`config.mk`:
```
export PLATFORM = sky130hd
export DESIGN_NAME = iob_sync_asym_fifo
export DESIGN_NICKNAME = d
export VERILOG_FILES = /design/src/rtl/iob_sync_asym_fifo.sv
export SDC_FILE = /design/constraint.sdc
export NUM_CORES = 1
export LEC_CHECK = 0
export ABC_AREA = 1
export ABC_CLOCK_PERIOD_IN_PS = 3600
export BUFFER_PORTS_ARGS = -buffer_cell sky130_fd_sc_hd__buf_2
export CAP_MARGIN = 20
export CORE_UTILIZATION = 50
export DETAILED_ROUTE_END_ITERATION = 16
export PLACE_DENSITY = 0.77
export SETUP_SLACK_MARGIN = 0.4
export SYNTH_ARGS = -nofsm -noshare
export SYNTH_HDL_FRONTEND = slang
export SYNTH_SLANG_ARGS = --single-unit
```
`constraint.sdc`:
```
create_clock -name clk -period 3.6 [get_ports clk]
set_input_delay 0.36 -clock clk [delete_from_list [all_inputs] [get_ports clk]]
set_output_delay 0.36 -clock clk [all_outputs]
set_load 0.05 [all_outputs]
```
`src/rtl/iob_sync_asym_fifo.sv`:
```
// iob_sync_asym_fifo: single-clock FIFO with independent write/read widths over a MIN_W-unit RAM.
// Define IOB_ASYM_FIFO_ERR_EN to add sticky overflow/underflow flags (w_ovf, r_unf, err_clr).
module iob_sync_asym_fifo #(
    parameter int W_DATA_W = 32,
    parameter int R_DATA_W = 8,
    parameter int ADDR_W   = 4
) (
    input  logic                clk,
    input  logic                arst_n,
    input  logic                w_en,
    input  logic [W_DATA_W-1:0] w_data,
    output logic                w_full,
    input  logic                r_en,
    output logic [R_DATA_W-1:0] r_data,
    output logic                r_empty,
    output logic [ADDR_W:0]     level
`ifdef IOB_ASYM_FIFO_ERR_EN
    ,
    input  logic                err_clr,
    output logic                w_ovf,
    output logic                r_unf
`endif
);
    localparam int MIN_W   = (W_DATA_W < R_DATA_W) ? W_DATA_W : R_DATA_W;
    localparam int RATIO_W = W_DATA_W / MIN_W;
    localparam int RATIO_R = R_DATA_W / MIN_W;
    localparam int DEPTH   = 2 ** ADDR_W;
    localparam logic [ADDR_W:0]   LVL_W   = (ADDR_W + 1)'(RATIO_W);
    localparam logic [ADDR_W:0]   LVL_R   = (ADDR_W + 1)'(RATIO_R);
    localparam logic [ADDR_W:0]   FULL_TH = (ADDR_W + 1)'(DEPTH - RATIO_W);
    localparam logic [ADDR_W-1:0] PTR_W   = ADDR_W'(RATIO_W);
    localparam logic [ADDR_W-1:0] PTR_R   = ADDR_W'(RATIO_R);
    logic [MIN_W-1:0]    mem [DEPTH];
    logic [ADDR_W-1:0]   w_ptr, r_ptr;
    logic                w_acc, r_acc;
    logic [ADDR_W:0]     level_nxt;
    logic [R_DATA_W-1:0] rd_word;
    assign w_acc = w_en & ~w_full;
    assign r_acc = r_en & ~r_empty;
    // level never exceeds DEPTH since a write is only accepted with RATIO_W units free
    always_comb begin
        level_nxt = level + (w_acc ? LVL_W : '0) - (r_acc ? LVL_R : '0);
    end
    always_comb begin
        rd_word = '0;
        for (int i = 0; i < RATIO_R; i++)
            rd_word[i*MIN_W +: MIN_W] = mem[r_ptr + ADDR_W'(i)];
    end
    // Storage is deliberately left unreset; lower address holds the LSB unit
    always_ff @(posedge clk) begin
        if (w_acc)
            for (int i = 0; i < RATIO_W; i++)
                mem[w_ptr + ADDR_W'(i)] <= w_data[i*MIN_W +: MIN_W];
    end
    always_ff @(posedge clk or negedge arst_n) begin
        if (!arst_n) begin
            w_ptr   <= '0;
            r_ptr   <= '0;
            level   <= '0;
            w_full  <= 1'b0;
            r_empty <= 1'b1;
            r_data  <= '0;
        end else begin
            w_ptr   <= w_acc ? w_ptr + PTR_W : w_ptr;
            r_ptr   <= r_acc ? r_ptr + PTR_R : r_ptr;
            level   <= level_nxt;
            w_full  <= level_nxt > FULL_TH;
            r_empty <= level_nxt < LVL_R;
            r_data  <= r_acc ? rd_word : r_data;
        end
    end
`ifdef IOB_ASYM_FIFO_ERR_EN
    always_ff @(posedge clk or negedge arst_n) begin
        if (!arst_n) begin
            w_ovf <= 1'b0;
            r_unf <= 1'b0;
        end else begin
            w_ovf <= err_clr ? 1'b0 : (w_ovf | (w_en & w_full));
            r_unf <= err_clr ? 1'b0 : (r_unf | (r_en & r_empty));
        end
    end
`endif
endmodule

```
; Word-level counts from Yosys, hierarchy flattened
; Memory sizes are Yosys's and may differ from the RTL's. A register that Yosys moved wholly into a read port is not among the register bits.
; Index checks and enable logic that the tools add are counted.
[totals]
mem_bits_rw = 128
mem_bits_ro = 0
out_inout_bits = 15
latchBits = 0
mem_count = 1
in_bits = 36
regBits = 15
word_cells = 24
[classes]
mux = 4
div_mod_pow = 0
reduce_logical = 1
n_shift = 0
multipliers = 0
addsub = 7
bitwise = 4
n_eq_ne = 0
magnitude_cmp = 2
[memory_table]
columns = name, words, width, read_ports, rd_clocked_by_memory_dff, wr, line_no
row1 = mem, 16, 8, 1, 1, 4, 33  ; logic [MIN_W-1:0] mem [DEPTH];
[op_table]
columns = op, n
row1 = "4-bit by 1-bit adder with 4-bit output, second input constant", 2
row2 = "4-bit by 2-bit adder with 4-bit output, second input constant", 2
row3 = 5-bit by 3-bit adder with 5-bit output, 1
row4 = "5-bit by 4-bit greater-than comparator with 1-bit output, second input constant", 1
row5 = "5-bit by 1-bit < comparator with 1-bit output, second input constant", 1
row6 = 5-bit by 1-bit subtractor with 5-bit output, 1
row7 = "4-bit by 3-bit adder with 4-bit output, second input constant", 1
row8 = 1-bit two-way mux, 3
row9 = 3-bit two-way mux, 1
row10 = 1-bit AND, 2
row11 = 1-bit inverter, 2
row12 = 1-bit logical NOT, 1

; Longest topological paths before layout
; Gate-level depths: netlist (run 1).
[logic_depth]
word_depth = 6
depth_mapped = 11
ltp_nobuf = 10

; Worst setup path before layout (run 1)
; OpenSTA, ideal clock, no wires.
[synth_path]
path_type = register -> register
startpoint = reg w_full
endpoint = mem mem[0][0] (netlist bit), enable pin
t_required_ns = 3.179
setup_ns = 0.421
path_stages_with_launch = 4
synth_period_minus_slack_ns = 2.612
t_arrival_ns = 2.191
slack_ns = 0.988
path_cell_list = dfrtp_1 > inv_1 > nand2_1 > nor2_1
[synth_rtl]
columns = element, line_no
row1 = start: declaration, 12  ; output logic w_full,
row2 = start signal: assignment, 67  ; w_full <= level_nxt > FULL_TH;
row3 = end: declaration, 33

; Worst setup path after layout (run 1)
[layout_path]
startpoint = reg r_empty
endpoint = reg r_empty
[layout_via]
elab_chain_len = 5
[layout_lines]
columns = element, line_no
row1 = start: declaration, 15  ; output logic r_empty,
row2 = start signal: assignment, 68  ; r_empty <= level_nxt < LVL_R;
row3 = 1-bit inverter, 39  ; assign r_acc = r_en & ~r_empty;
row4 = 1-bit AND, 39
row5 = 1-bit two-way mux, 42  ; level_nxt = level + (w_acc ? LVL_W : '0) - (r_acc ? LVL_R : '0);
row6 = 5-bit by 1-bit subtractor with 5-bit output, 42
row7 = named net level_nxt[2], 36  ; logic [ADDR_W:0] level_nxt;
row8 = 5-bit by 1-bit < comparator with 1-bit output, 68
; The timed path passes the listed nets, and every way through them passes these cells.
; A chain may end at the register's enable or synchronous reset.

==> results of run 1 <==
==> through the flow <==
step           area, um^2  hold WS, ns  cells
2_1_floorplan        6180       0.0644    525
3_3_place_gp         6480        0.334    705
3_5_place_dp         6480        0.350    705
4_1_cts              7030        0.140    738
5_1_grt              7050        0.137    739
6_report             7050        0.152    739
==> state kept, by name, summed over array words and instances (netlist names) <==
name and cells:
r_ptr 4, r_data 8, mem 128, w_full 1
r_empty 1, level 5, w_ptr 2
==> layout make-up <==
type / instances / area, um^2
clock buffers: 20 / 437
inverters: 23 / 91.3
fillers: 949 / 4960
repair buffers: 59 / 333
clock inverters: 12 / 106
multi-input cells: 329 / 1530
well taps: 147 / 184
flip-flops and latches: 149 / 4370
==> kinds of logic after synthesis <==
family          count (synthesis)
simple gates                  293
buf+inv                        47
flops                         149
compound gates                 19
fa+ha+maj                      11
xor+xnor                        6
==> synthesized netlist by cell type <==
cell,number
edfxtp_1,128
inv_6,1
nand4_1,1
o21ai_0,1
nand2_1,198
buf_6,8
inv_1,20
buf_4,7
a31o_2,1
or2_1,1
buf_8,1
dfstp_2,1
a21oi_1,17
nor2_1,15
or3_1,1
xor2_1,5
nor3_2,1
nor2_8,1
fa_1,1
dfrtp_1,20
nand3_1,75
inv_2,2
xnor2_1,1
buf_2,8
ha_1,10
==> timing repair <==
item	CTS	global route
endpoints found under the setup margin	0	0
hold endpoints to repair	20	0
hold buffers	1	0
==> per-layer routing <==
metal  up-vias  global-route usage  routed length [um]
met4         0              0.0982                 216
met3        24              0.0611                 857
met1      1893               0.257                5080
met5         -                   0                   0
li1       1894                   -                   -
met2       163               0.350                6140
==> worst paths after layout <==
path,from,endpoint,slack (ns),cells past startpoint
worst max-delay path,r_empty,r_empty,1.10,8
min in group asynchronous,arst_n,w_ptr[2],0.46,2
worst max register to register,r_empty,r_empty,1.10,8
worst min-delay path,w_data[7],mem[12][7],0.15,1
max in group asynchronous,arst_n,r_ptr[0],2.78,2
worst min register to register,r_ptr[3],r_ptr[3],0.49,1
==> power by group through the flow <==
stage / clock (mW) / sequential, mW / combinational (mW)
2_1_floorplan: 0 / 2.65 / 1.48
3_5_place_dp: 0 / 2.43 / 2.15
4_1_cts: 1.63 / 2.40 / 2.17
5_1_grt: 1.70 / 2.43 / 2.43
6_report: 1.61 / 2.40 / 2.19
3_3_place_gp: 0 / 2.42 / 2.07
==> summary.txt, run 1 <==
Run status
  – Status: finished clean

Min path
  – HP Class: input port to flop

Clock network
  – Clock Path Buffers: 2
  – Post-CTS setup buffers: 0
  – CTS sink cnt: 149
  – # H-tree levels: 4
  – Post-CTS Resized: 0
  – CTS tree: done
  – CTS root buffer: clkbuf_16
  – CTS Buf Count: 17
  – Latest clock arrival within the worst-skew pair: 0.41 ns
  – Clock transition at path regs: 0.06 ns

Logic synthesis
  – Area leader, netlist: edfxtp_1
  – Seq/Total Area, Yosys: 0.707
  – Post-synthesis instance area: 6180 um^2
  – Cells taking the most area after synthesis: edfxtp_1 62%, nand2_1 12%, dfrtp_1 8.1%
  – #FFs+latches synth: 149
  – Mux share of post-synthesis cell area: 0
  – Compound-gate portion of the synthesized area: 0.0160
  – Ys Warns: 0
  – Combinational family with the most area after synthesis: simple AND/OR/NAND/NOR gates
  – Xor and xnor area share after synthesis: 0.00850
  – Simple-Gate Fraction of Synth Area: 0.198
  – Post-Syn Nets: 572
  – Library cells used by synthesis: 25
  – Synthesized area per cell: 11.8 um^2
  – Top-area cell type share of the netlist area: 0.622
  – Cells after synthesis: 525
  – Post-Synth Adder-Cell Area: 0.0235

Die
  – Row count: 40
  – Initial Util: 0.514
  – Total die area: 12,800 um^2
  – CORE AREA: 12,000 um^2
  – Io pins: 51
  – Die X: 113 um
  – Die height: 113 um

GRT
  – Number of global-route vias before repair: 4,073
  – Largest net degree at the start of global routing: 67
  – Gr usage total: 0.211
  – First-pass GRT wire length: 20,000 um
  – Initial antenna violation count: 0
  – Global route overflow: 0

Power and ir drop
  – Power Density: 878 nW/um^2
  – Switching portion of total power: 0.388
  – Overall power: 6.19 mW
  – Int Pwr: 3.79 mW
  – VDD IR max: 540 uV
  – Pleak: 2.85 nW
  – Comb power frac: 0.354
  – Clock network power share: 0.259
  – Seq pwr share: 0.387
  – Switching power: 2.40 mW

Detailed routing
  – Drc violations: 0
  – DR pass1 iterations: 5
  – Total number of vias: 3,974
  – DR vias/cell: 5.38
  – Detailed Route WL: 12,300 um
  – WL/cell: 16.6 um
  – Post-route ant nets: 0
  – Starting DRT DRC Count: 230

Timing
  – Maximum clock rate: 400 MHz
  – Fin crit period: 2.50 ns
  – Final setup viols: 0
  – Final hold vios: 0
  – Max Slew Vio Count: 0
  – Skew final: 0.00720 ns
  – Post-Route Setup TNS: 0 ns
  – Slew HR: 0.552
  – RSZ-0062 raised after global routing: false
  – Final WS setup: 1.10 ns
  – Final period util: 0.694
  – Slew @ Worst Pin: 0.671 ns

Final layout
  – Post-layout util: 0.587
  – Layout net count: 626
  – Inserted Diodes: 0
  – Commonest non-fill, non-tap cell in the layout: nand2_1
  – Layout cells sized above 1: 0.166
  – Syn-to-layout area delta: 14.1%
  – Commonest cells after routing, fill and taps aside: 198 x nand2_1, 128 x edfxtp_1, 75 x nand3_1

Job
  – Max-cap violations: 0

Critical path
  – Startpoint type of the worst setup path: flop
  – CP Buf/Inv Count: 2
  – CP max stage cell: dfstp_2
  – Critical Path RT: 3.95 ns
  – Worst path max stage delay: 0.52 ns
  – CP top delay family: simple AND/OR/NAND/NOR gates
  – Worst-path cell chain: or2_1 -> inv_1 -> ha_1 -> inv_1 -> ha_1 -> fa_1 -> or3_1 -> nor2_1
  – Crit Path Max Fanout: 11
  – CP Capture Type: flop
  – CP Class: flop to flop
  – Crit path DAT: 2.85 ns

Placement
  – Port Buf Inserts: 50
  – Dpl ws: 1.12 ns
  – Routability congestion estimate: 0.838
  – DP HPWL: 7440 um
Note: power is estimated with default switching activity, not from simulation.
==> run 2: changes to the inputs <==
--- a/config.mk
+++ b/config.mk
@@ -5,13 +5,13 @@
 export SDC_FILE = /design/constraint.sdc
 export NUM_CORES = 1
 export LEC_CHECK = 0
-export ABC_AREA = 1
-export ABC_CLOCK_PERIOD_IN_PS = 3600
+export ABC_AREA = 0
+export ABC_CLOCK_PERIOD_IN_PS = 2200
 export BUFFER_PORTS_ARGS = -buffer_cell sky130_fd_sc_hd__buf_2
 export CAP_MARGIN = 20
 export CORE_UTILIZATION = 50
 export DETAILED_ROUTE_END_ITERATION = 16
-export PLACE_DENSITY = 0.77
+export PLACE_DENSITY = 0.79
 export SETUP_SLACK_MARGIN = 0.4
 export SYNTH_ARGS = -nofsm -noshare
 export SYNTH_HDL_FRONTEND = slang
==> constraint.sdc (replaced) <==
create_clock -name clk -period 2.2 [get_ports clk]
set_input_delay 0.22 -clock clk [delete_from_list [all_inputs] [get_ports clk]]
set_output_delay 0.22 -clock clk [all_outputs]
set_load 0.05 [all_outputs]
==> run 2 against run 1 <==
  * Non-clock buffer count rose by 13
  * Die area fell by 4.3%
  * Setup slack got worse by 0.78 ns
  * Maximum frequency rose by 33%
  * Clock skew barely moved
  * Critical path depth rose by 1
  * Global-route usage fell by 1.9 points
  * Largest power group unchanged
  * Synthesized area fell by 4.4%
==> summary.txt, run 2 <==
Run status
  – Status: finished clean (unchanged)

Detailed routing
  – Total number of vias: 2,995 (was 3,974)
  – DR pass1 iterations: 4 (was 5)
  – Drc violations: 0 (unchanged)
  – WL/cell: 19.8 um (was 16.6 um)
  – Detailed Route WL: 10,700 um (was 12,300 um)
  – Starting DRT DRC Count: 170 (was 230)
  – Post-route ant nets: 0 (unchanged)
  – DR vias/cell: 5.52 (was 5.38)

Power and ir drop
  – Pleak: 2.66 nW (was 2.85 nW)
  – Clock network power share: 0.286 (was 0.259)
  – Switching power: 3.32 mW (was 2.40 mW)
  – Switching portion of total power: 0.316 (was 0.388)
  – Comb power frac: 0.345 (was 0.354)
  – Seq pwr share: 0.369 (was 0.387)
  – Power Density: 1470 nW/um^2 (was 878 nW/um^2)
  – VDD IR max: 1140 uV (was 540 uV)
  – Int Pwr: 7.19 mW (was 3.79 mW)

Logic synthesis
  – Library cells used by synthesis: 32 (was 25)
  – Asr flop ratio synth: 0.141 (unchanged)
  – Cells taking the most area after synthesis: edfxtp_1 65%, dfrtp_1 8.5%, mux2i_1 5.4% (was edfxtp_1 62%, nand2_1 12%, dfrtp_1 8.1%)
  – Post-synth EDFFs: 128 (unchanged)
  – Top-count cell post-synth: edfxtp_1 (was nand2_1)
  – Post-synthesis instance area: 5910 um^2 (was 6180 um^2)
  – Most frequent cells after synthesis: 128 x edfxtp_1, 32 x mux2i_1, 20 x dfrtp_1 (was 198 x nand2_1, 128 x edfxtp_1, 75 x nand3_1)
  – Seq/Total Area, Yosys: 0.740 (was 0.707)
  – Synth Flop Type: edfxtp_1 (unchanged)
  – #FFs+latches synth: 149 (unchanged)
  – Top-area cell type share of the netlist area: 0.651 (was 0.622)
  – Ys Warns: 0 (unchanged)
  – Cells after synthesis: 312 (was 525)
  – Area leader, netlist: edfxtp_1 (unchanged)
  – Post-Syn Nets: 359 (was 572)
  – Synthesized area per cell: 18.9 um^2 (was 11.8 um^2)

GRT
  – Gr usage total: 0.192 (was 0.211)
  – Global route overflow: 0 (unchanged)
  – Initial antenna violation count: 0 (unchanged)
  – First-pass GRT wire length: 17,100 um (was 20,000 um)
  – Largest net degree at the start of global routing: 33 (was 67)
  – Number of global-route vias before repair: 3,246 (was 4,073)

Placement
  – DP HPWL: 6720 um (was 7440 um)
  – Placed Cells incl. Taps: 506 (was 705)
  – Routability congestion estimate: 0.726 (was 0.838)
  – Port Buf Inserts: 50 (unchanged)

Die
  – Initial Util: 0.515 (was 0.514)
  – Die height: 111 um (was 113 um)
  – Io pins: 51 (unchanged)
  – CORE AREA: 11,500 um^2 (was 12,000 um^2)
  – Total die area: 12,300 um^2 (was 12,800 um^2)
  – Row count: 39 (was 40)
  – Die X: 111 um (was 113 um)

Critical path
  – Crit path DAT: 2.18 ns (was 2.85 ns)
  – Critical Path RT: 2.50 ns (was 3.95 ns)
  – Startpoint type of the worst setup path: flop (unchanged)
  – R2r setup slk: 0.32 ns (was 1.10 ns)
  – R2r endpoint: w_full (was r_empty)
  – Crit path from: w_full (was r_empty)
  – R2r startpoint: w_full (was r_empty)
  – R2r worst-path depth: 9 (was 8)
  – Crit Path Max Fanout: 3 (was 11)
  – CP Class: flop to flop (unchanged)
  – CP Capture Type: flop (unchanged)
  – CP endpoint: w_full (was r_empty)

Clock network
  – CTS root buffer: clkbuf_16 (unchanged)
  – CTS Buf Count: 17 (unchanged)
  – CTS sink cnt: 149 (unchanged)
  – Clock transition at path regs: 0.06 ns (about the same)
  – Latest clock arrival within the worst-skew pair: 0.42 ns (was 0.41 ns)
  – # H-tree levels: 4 (unchanged)
  – Clock Path Buffers: 2 (unchanged)
  – CTS tree: done (unchanged)

Timing
  – Final period util: 0.854 (was 0.694)
  – Maximum clock rate: 532 MHz (was 400 MHz)
  – Fin crit period: 1.88 ns (was 2.50 ns)
  – Final setup viols: 0 (unchanged)
  – Max Slew Vio Count: 0 (unchanged)
  – Slew HR: 0.617 (was 0.552)
  – Post-Route Setup TNS: 0 ns (unchanged)
  – Slew @ Worst Pin: 0.575 ns (was 0.671 ns)
  – RSZ-0062 raised after global routing: true (was false)
  – Skew final: 0.00755 ns (was 0.00720 ns)
  – Final hold vios: 0 (unchanged)

Final layout
  – Number of flip-flops in the largest register: 128 (unchanged)
  – Commonest non-fill, non-tap cell in the layout: edfxtp_1 (was nand2_1)
  – Layout cells sized above 1: 0.349 (was 0.166)
  – Biggest regs: mem: 128 flops, r_data: 8 flops, level: 5 flops (unchanged)
  – Biggest register: mem (unchanged)
  – Layout net count: 434 (was 626)
  – Reg area: 4370 um^2 (about the same)
  – Multi-input gate area: 1460 um^2 (was 1530 um^2)
  – Finished Layout Cells: 543 (was 739)
  – Syn-to-layout area delta: 21.1% (was 14.1%)
  – Commonest cells after routing, fill and taps aside: 128 x edfxtp_1, 50 x buf_2, 32 x mux2i_1 (was 198 x nand2_1, 128 x edfxtp_1, 75 x nand3_1)
  – Fill count: 800 (was 949)

Job
  – Max-cap violations: 0 (unchanged)

Min path
  – HP Class: input port to flop (unchanged)
## run 2: cell types whose count changed after synthesis, sizes merged, moves of 11 or more
| cell | previous run | this run |
|---|---|---|
| o22ai | 0 | 24 |
| buf | 24 | 13 |
| a21oi | 17 | 1 |
| inv | 23 | 11 |
| mux4 | 0 | 16 |
| nand2 | 198 | 4 |
| nand3 | 75 | 0 |
| mux2i | 0 | 32 |
## run 2: worst min-delay path by stage
stage               from   endpoint  slack [ns]  cells after the start
2_1_floorplan     arst_n   level[0]       -0.08                      0
3_3_place_gp      arst_n   level[0]        0.24                      1
3_5_place_dp      arst_n   level[0]        0.25                      1
4_1_cts        w_data[3]  mem[0][3]     0.00002                      1
5_1_grt        w_data[4]  mem[0][4]       0.008                      1
6_report       w_data[3]  mem[0][3]        0.02                      1
## run 2: per-layer routing
metal	vias to the layer above	wire length [um]	part of all wire	global-route usage
met5	-	0	0	0
met4	0	187	0.017	0.0818
met3	20	596	0.056	0.0596
met2	98	5520	0.51	0.322
met1	1491	4420	0.41	0.229
li1	1386	-	-	-
## run 2: final cells by class
type                            instances  area share
Clock inverter                         11      0.0257
Tap cell                              143      0.0250
Multi-Input combinational cell        136       0.204
Sequential cell                       149       0.611
Antenna cell                            2    0.000699
Inverter                               11     0.00577
Clock buffer                           19      0.0605
Timing Repair Buffer                   72      0.0671
## run 2: cell families after synthesis
family                   after synthesis  share of synthesized area
adder cells (fa/ha/maj)               11                     0.0246
multiplexers                          57                      0.138
AND/OR/NAND/NOR                       33                     0.0282
XOR/XNOR                               7                     0.0104
flip-flops                           149                      0.740
buffers and inverters                 27                     0.0237
AO/OA/AOI/OAI                         28                     0.0352
## run 2: power by group through the flow
stage	sequential (mW)	combinational, mW	clock (mW)
2_1_floorplan	4.31	2.13	0
3_3_place_gp	3.90	3.27	0
3_5_place_dp	3.92	3.39	0
4_1_cts	3.87	3.65	3.05
5_1_grt	3.91	3.91	3.18
6_report	3.87	3.63	3.00
## run 2: what timing repair did
action                                 in CTS  in global routing
setup endpoints to repair                  10                  6
resized for setup                           5                  2
gates cloned                                1                  0
setup buffers                               3                  0
endpoints found under the hold margin      20                  0
hold buffers                                1                  0
pin swaps                                   1                  0
## run 2: critical path, cell delays in order (launching register included)
cell,delay [ns]
dfrtp_2,0.40
nor2b_2,0.12
inv_1,0.05
ha_1,0.27
inv_2,0.09
ha_4,0.19
a21o_1,0.16
a21oi_2,0.16
xnor2_2,0.10
a31o_2,0.22
## run 2: through the flow
step	hold WS, ns	utilization	area [um^2]	setup WS, ns	power (mW)
CTS	0.0000247	0.623	7150	0.319	10.6
finish	0.0179	0.624	7160	0.321	10.5
global route	0.00825	0.624	7150	0.229	11.0
detailed placement	0.251	0.561	6440	0.215	7.31
global placement	0.242	0.561	6440	0.313	7.17
floorplan	-0.0756	-	5950	0.0393	6.43
==> run 3: changes to the inputs <==
--- a/config.mk
+++ b/config.mk
@@ -6,12 +6,12 @@
 export NUM_CORES = 1
 export LEC_CHECK = 0
 export ABC_AREA = 0
-export ABC_CLOCK_PERIOD_IN_PS = 2200
+export ABC_CLOCK_PERIOD_IN_PS = 2300
 export BUFFER_PORTS_ARGS = -buffer_cell sky130_fd_sc_hd__buf_2
 export CAP_MARGIN = 20
 export CORE_UTILIZATION = 50
 export DETAILED_ROUTE_END_ITERATION = 16
-export PLACE_DENSITY = 0.79
+export PLACE_DENSITY = 0.77
 export SETUP_SLACK_MARGIN = 0.4
 export SYNTH_ARGS = -nofsm -noshare
 export SYNTH_HDL_FRONTEND = slang
==> constraint.sdc (replaced) <==
create_clock -name clk -period 2.3 [get_ports clk]
set_input_delay 0.23 -clock clk [delete_from_list [all_inputs] [get_ports clk]]
set_output_delay 0.23 -clock clk [all_outputs]
set_load 0.05 [all_outputs]
==> run 3 against run 2 <==
  * Worst hold slack gained 0.020 ns
  * Die area stayed put
  * Sequential share of layout area is 0.14 points lower
  * Sequential cell count unchanged
  * Highest routed layer unchanged
==> summary.txt, run 3 (synthesis gave the netlist of run 2 again) <==
Detailed routing
  – Drc violations: 0 (unchanged)
  – DR pass1 iterations: 5 (was 4)
  – Detailed Route WL: 10,800 um (was 10,700 um)
  – Starting DRT DRC Count: 188 (was 170)
  – WL/cell: 19.8 um (about the same)
  – Total number of vias: 3,030 (was 2,995)
  – Post-route ant nets: 0 (unchanged)
  – DR vias/cell: 5.57 (was 5.52)

Critical path
  – Worst-path cell chain: nor2b_4 -> inv_2 -> ha_4 -> inv_4 -> ha_4 -> a21o_1 -> a21oi_2 -> xnor2_2 -> a31o_2 (was nor2b_2 -> inv_1 -> ha_1 -> inv_2 -> ha_4 -> a21o_1 -> a21oi_2 -> xnor2_2 -> a31o_2)
  – Crit path DAT: 2.17 ns (was 2.18 ns)
  – Critical path depth: 9 (unchanged)
  – CP max stage cell: dfrtp_2 (unchanged)
  – R2r endpoint: w_full (unchanged)
  – CP Buf/Inv Count: 2 (unchanged)
  – Critical Path RT: 2.59 ns (was 2.50 ns)
  – Worst path max stage delay: 0.42 ns (was 0.40 ns)
  – CP Class: flop to flop (unchanged)
  – R2r worst-path depth: 9 (unchanged)
  – R2r startpoint: w_full (unchanged)
  – CP endpoint: w_full (unchanged)
  – Crit path from: w_full (unchanged)
  – CP Capture Type: flop (unchanged)
  – Startpoint type of the worst setup path: flop (unchanged)
  – Crit Path Max Fanout: 3 (unchanged)
  – CP top delay family: compound AO/OA/AOI/OAI gates (unchanged)
  – Most frequent CP cell: ha_4
  – R2r setup slk: 0.42 ns (was 0.32 ns)

Die
  – Io pins: 51 (unchanged)
  – Row count: 39 (unchanged)
  – Total die area: 12,300 um^2 (unchanged)
  – Die X: 111 um (unchanged)
  – CORE AREA: 11,500 um^2 (unchanged)
  – Initial Util: 0.515 (unchanged)
  – Die height: 111 um (unchanged)

Final layout
  – Inserted Diodes: 0 (was 2)
  – Finished Layout Cells: 544 (was 543)
  – Number of flip-flops in the largest register: 128 (unchanged)
  – Commonest cells after routing, fill and taps aside: 128 x edfxtp_1, 50 x buf_2, 32 x mux2i_1 (unchanged)
  – Post-layout util: 0.625 (was 0.624)
  – Final Cell Area: 7170 um^2 (was 7160 um^2)
  – Biggest regs: mem: 128 flops, r_data: 8 flops, level: 5 flops (unchanged)
  – Fill count: 789 (was 800)
  – Layout cells sized above 1: 0.367 (was 0.349)
  – Commonest non-fill, non-tap cell in the layout: edfxtp_1 (unchanged)
  – Layout net count: 436 (was 434)
  – Biggest register: mem (unchanged)
  – Syn-to-layout area delta: 21.4% (was 21.1%)

Placement
  – DP HPWL: 6740 um (was 6720 um)
  – Dpl ws: 0.327 ns (was 0.215 ns)
  – Port Buf Inserts: 50 (unchanged)
  – Placed Cells incl. Taps: 507 (was 506)
  – Routability congestion estimate: 0.714 (was 0.726)
  – Post-DP Area: 6460 um^2 (was 6440 um^2)

Timing
  – Final hold vios: 0 (unchanged)
  – Skew final: 0.0102 ns (was 0.00755 ns)
  – Maximum clock rate: 531 MHz (was 532 MHz)
  – Final setup viols: 0 (unchanged)
  – RSZ-0062 raised after global routing: true (unchanged)
  – Final period util: 0.818 (was 0.854)
  – Final Hold Slack: 0.0375 ns (was 0.0179 ns)
  – Slew @ Worst Pin: 0.647 ns (was 0.575 ns)
  – Final WS setup: 0.418 ns (was 0.321 ns)
  – Fin crit period: 1.88 ns (about the same)
  – Max Slew Vio Count: 0 (unchanged)
  – Slew HR: 0.569 (was 0.617)
  – Post-Route Setup TNS: 0 ns (unchanged)

Clock network
  – CTS tree: done (unchanged)
  – CTS root buffer: clkbuf_16 (unchanged)
  – Clock Path Buffers: 2 (unchanged)
  – Latest clock arrival within the worst-skew pair: 0.41 ns (was 0.42 ns)
  – CTS sink cnt: 149 (unchanged)
  – Clock transition at path regs: 0.06 ns (about the same)
  – CTS Buf Count: 17 (unchanged)
  – # H-tree levels: 4 (unchanged)

GRT
  – Largest net degree at the start of global routing: 33 (unchanged)
  – Number of global-route vias before repair: 3,215 (was 3,246)
  – First-pass GRT wire length: 16,900 um (was 17,100 um)
  – Gr usage total: 0.187 (was 0.192)
  – Initial antenna violation count: 0 (unchanged)
  – Global route overflow: 0 (unchanged)

Power and ir drop
  – VDD IR max: 1200 uV (was 1140 uV)
  – Pleak: 2.66 nW (about the same)
  – Power Density: 1390 nW/um^2 (was 1470 nW/um^2)
  – Overall power: 10.0 mW (was 10.5 mW)

Min path
  – HP Class: input port to flop (unchanged)

Job
  – Max-cap violations: 0 (unchanged)

Run status
  – Status: finished clean (unchanged)
-- run 3: area by class of cell --
class | instances | area [um^2] | area share
Multi-Input combinational cell | 136 | 1490 | 0.208
Inverter | 11 | 43.8 | 0.00611
Timing Repair Buffer | 74 | 487 | 0.0679
Clock buffer | 18 | 429 | 0.0598
Clock inverter | 13 | 171 | 0.0239
Tap cell | 143 | 179 | 0.0249
Sequential cell | 149 | 4370 | 0.610
-- run 3: layer usage --
| metal | track usage | vias to the layer above | share of wire |
|---|---|---|---|
| li1 | - | 1384 | - |
| met1 | 0.233 | 1541 | 0.42 |
| met2 | 0.321 | 93 | 0.52 |
| met3 | 0.0372 | 12 | 0.039 |
| met4 | 0.0800 | 0 | 0.011 |
| met5 | 0 | - | 0 |
-- run 3: worst min-delay path by stage --
| stage | start | end | slack (ns) | cells after the start |
|---|---|---|---|---|
| after detailed placement | arst_n | level[1] | 0.26 | 1 |
| final | w_data[19] | mem[6][3] | 0.04 | 1 |
| after global routing | w_data[0] | mem[8][0] | 0.03 | 1 |
| after global placement | arst_n | level[0] | 0.25 | 1 |
| after floorplan | arst_n | level[0] | -0.07 | 0 |
| after CTS | w_data[0] | mem[0][0] | 0.03 | 1 |
-- run 3: power by group --
part	internal, mW	switching [mW]	total, mW
Clock	1.72	1.05	2.77
Sequential	3.45	0.243	3.69
Combinational	1.53	2.02	3.54
Total	6.69	3.31	10.0
-- run 3: what timing repair did --
action	in CTS	in global routing
pin swaps	1	6
setup buffers	4	1
endpoints found under the setup margin	7	2
endpoints found under the hold margin	20	0
hold buffers	1	0
resized for setup	7	6
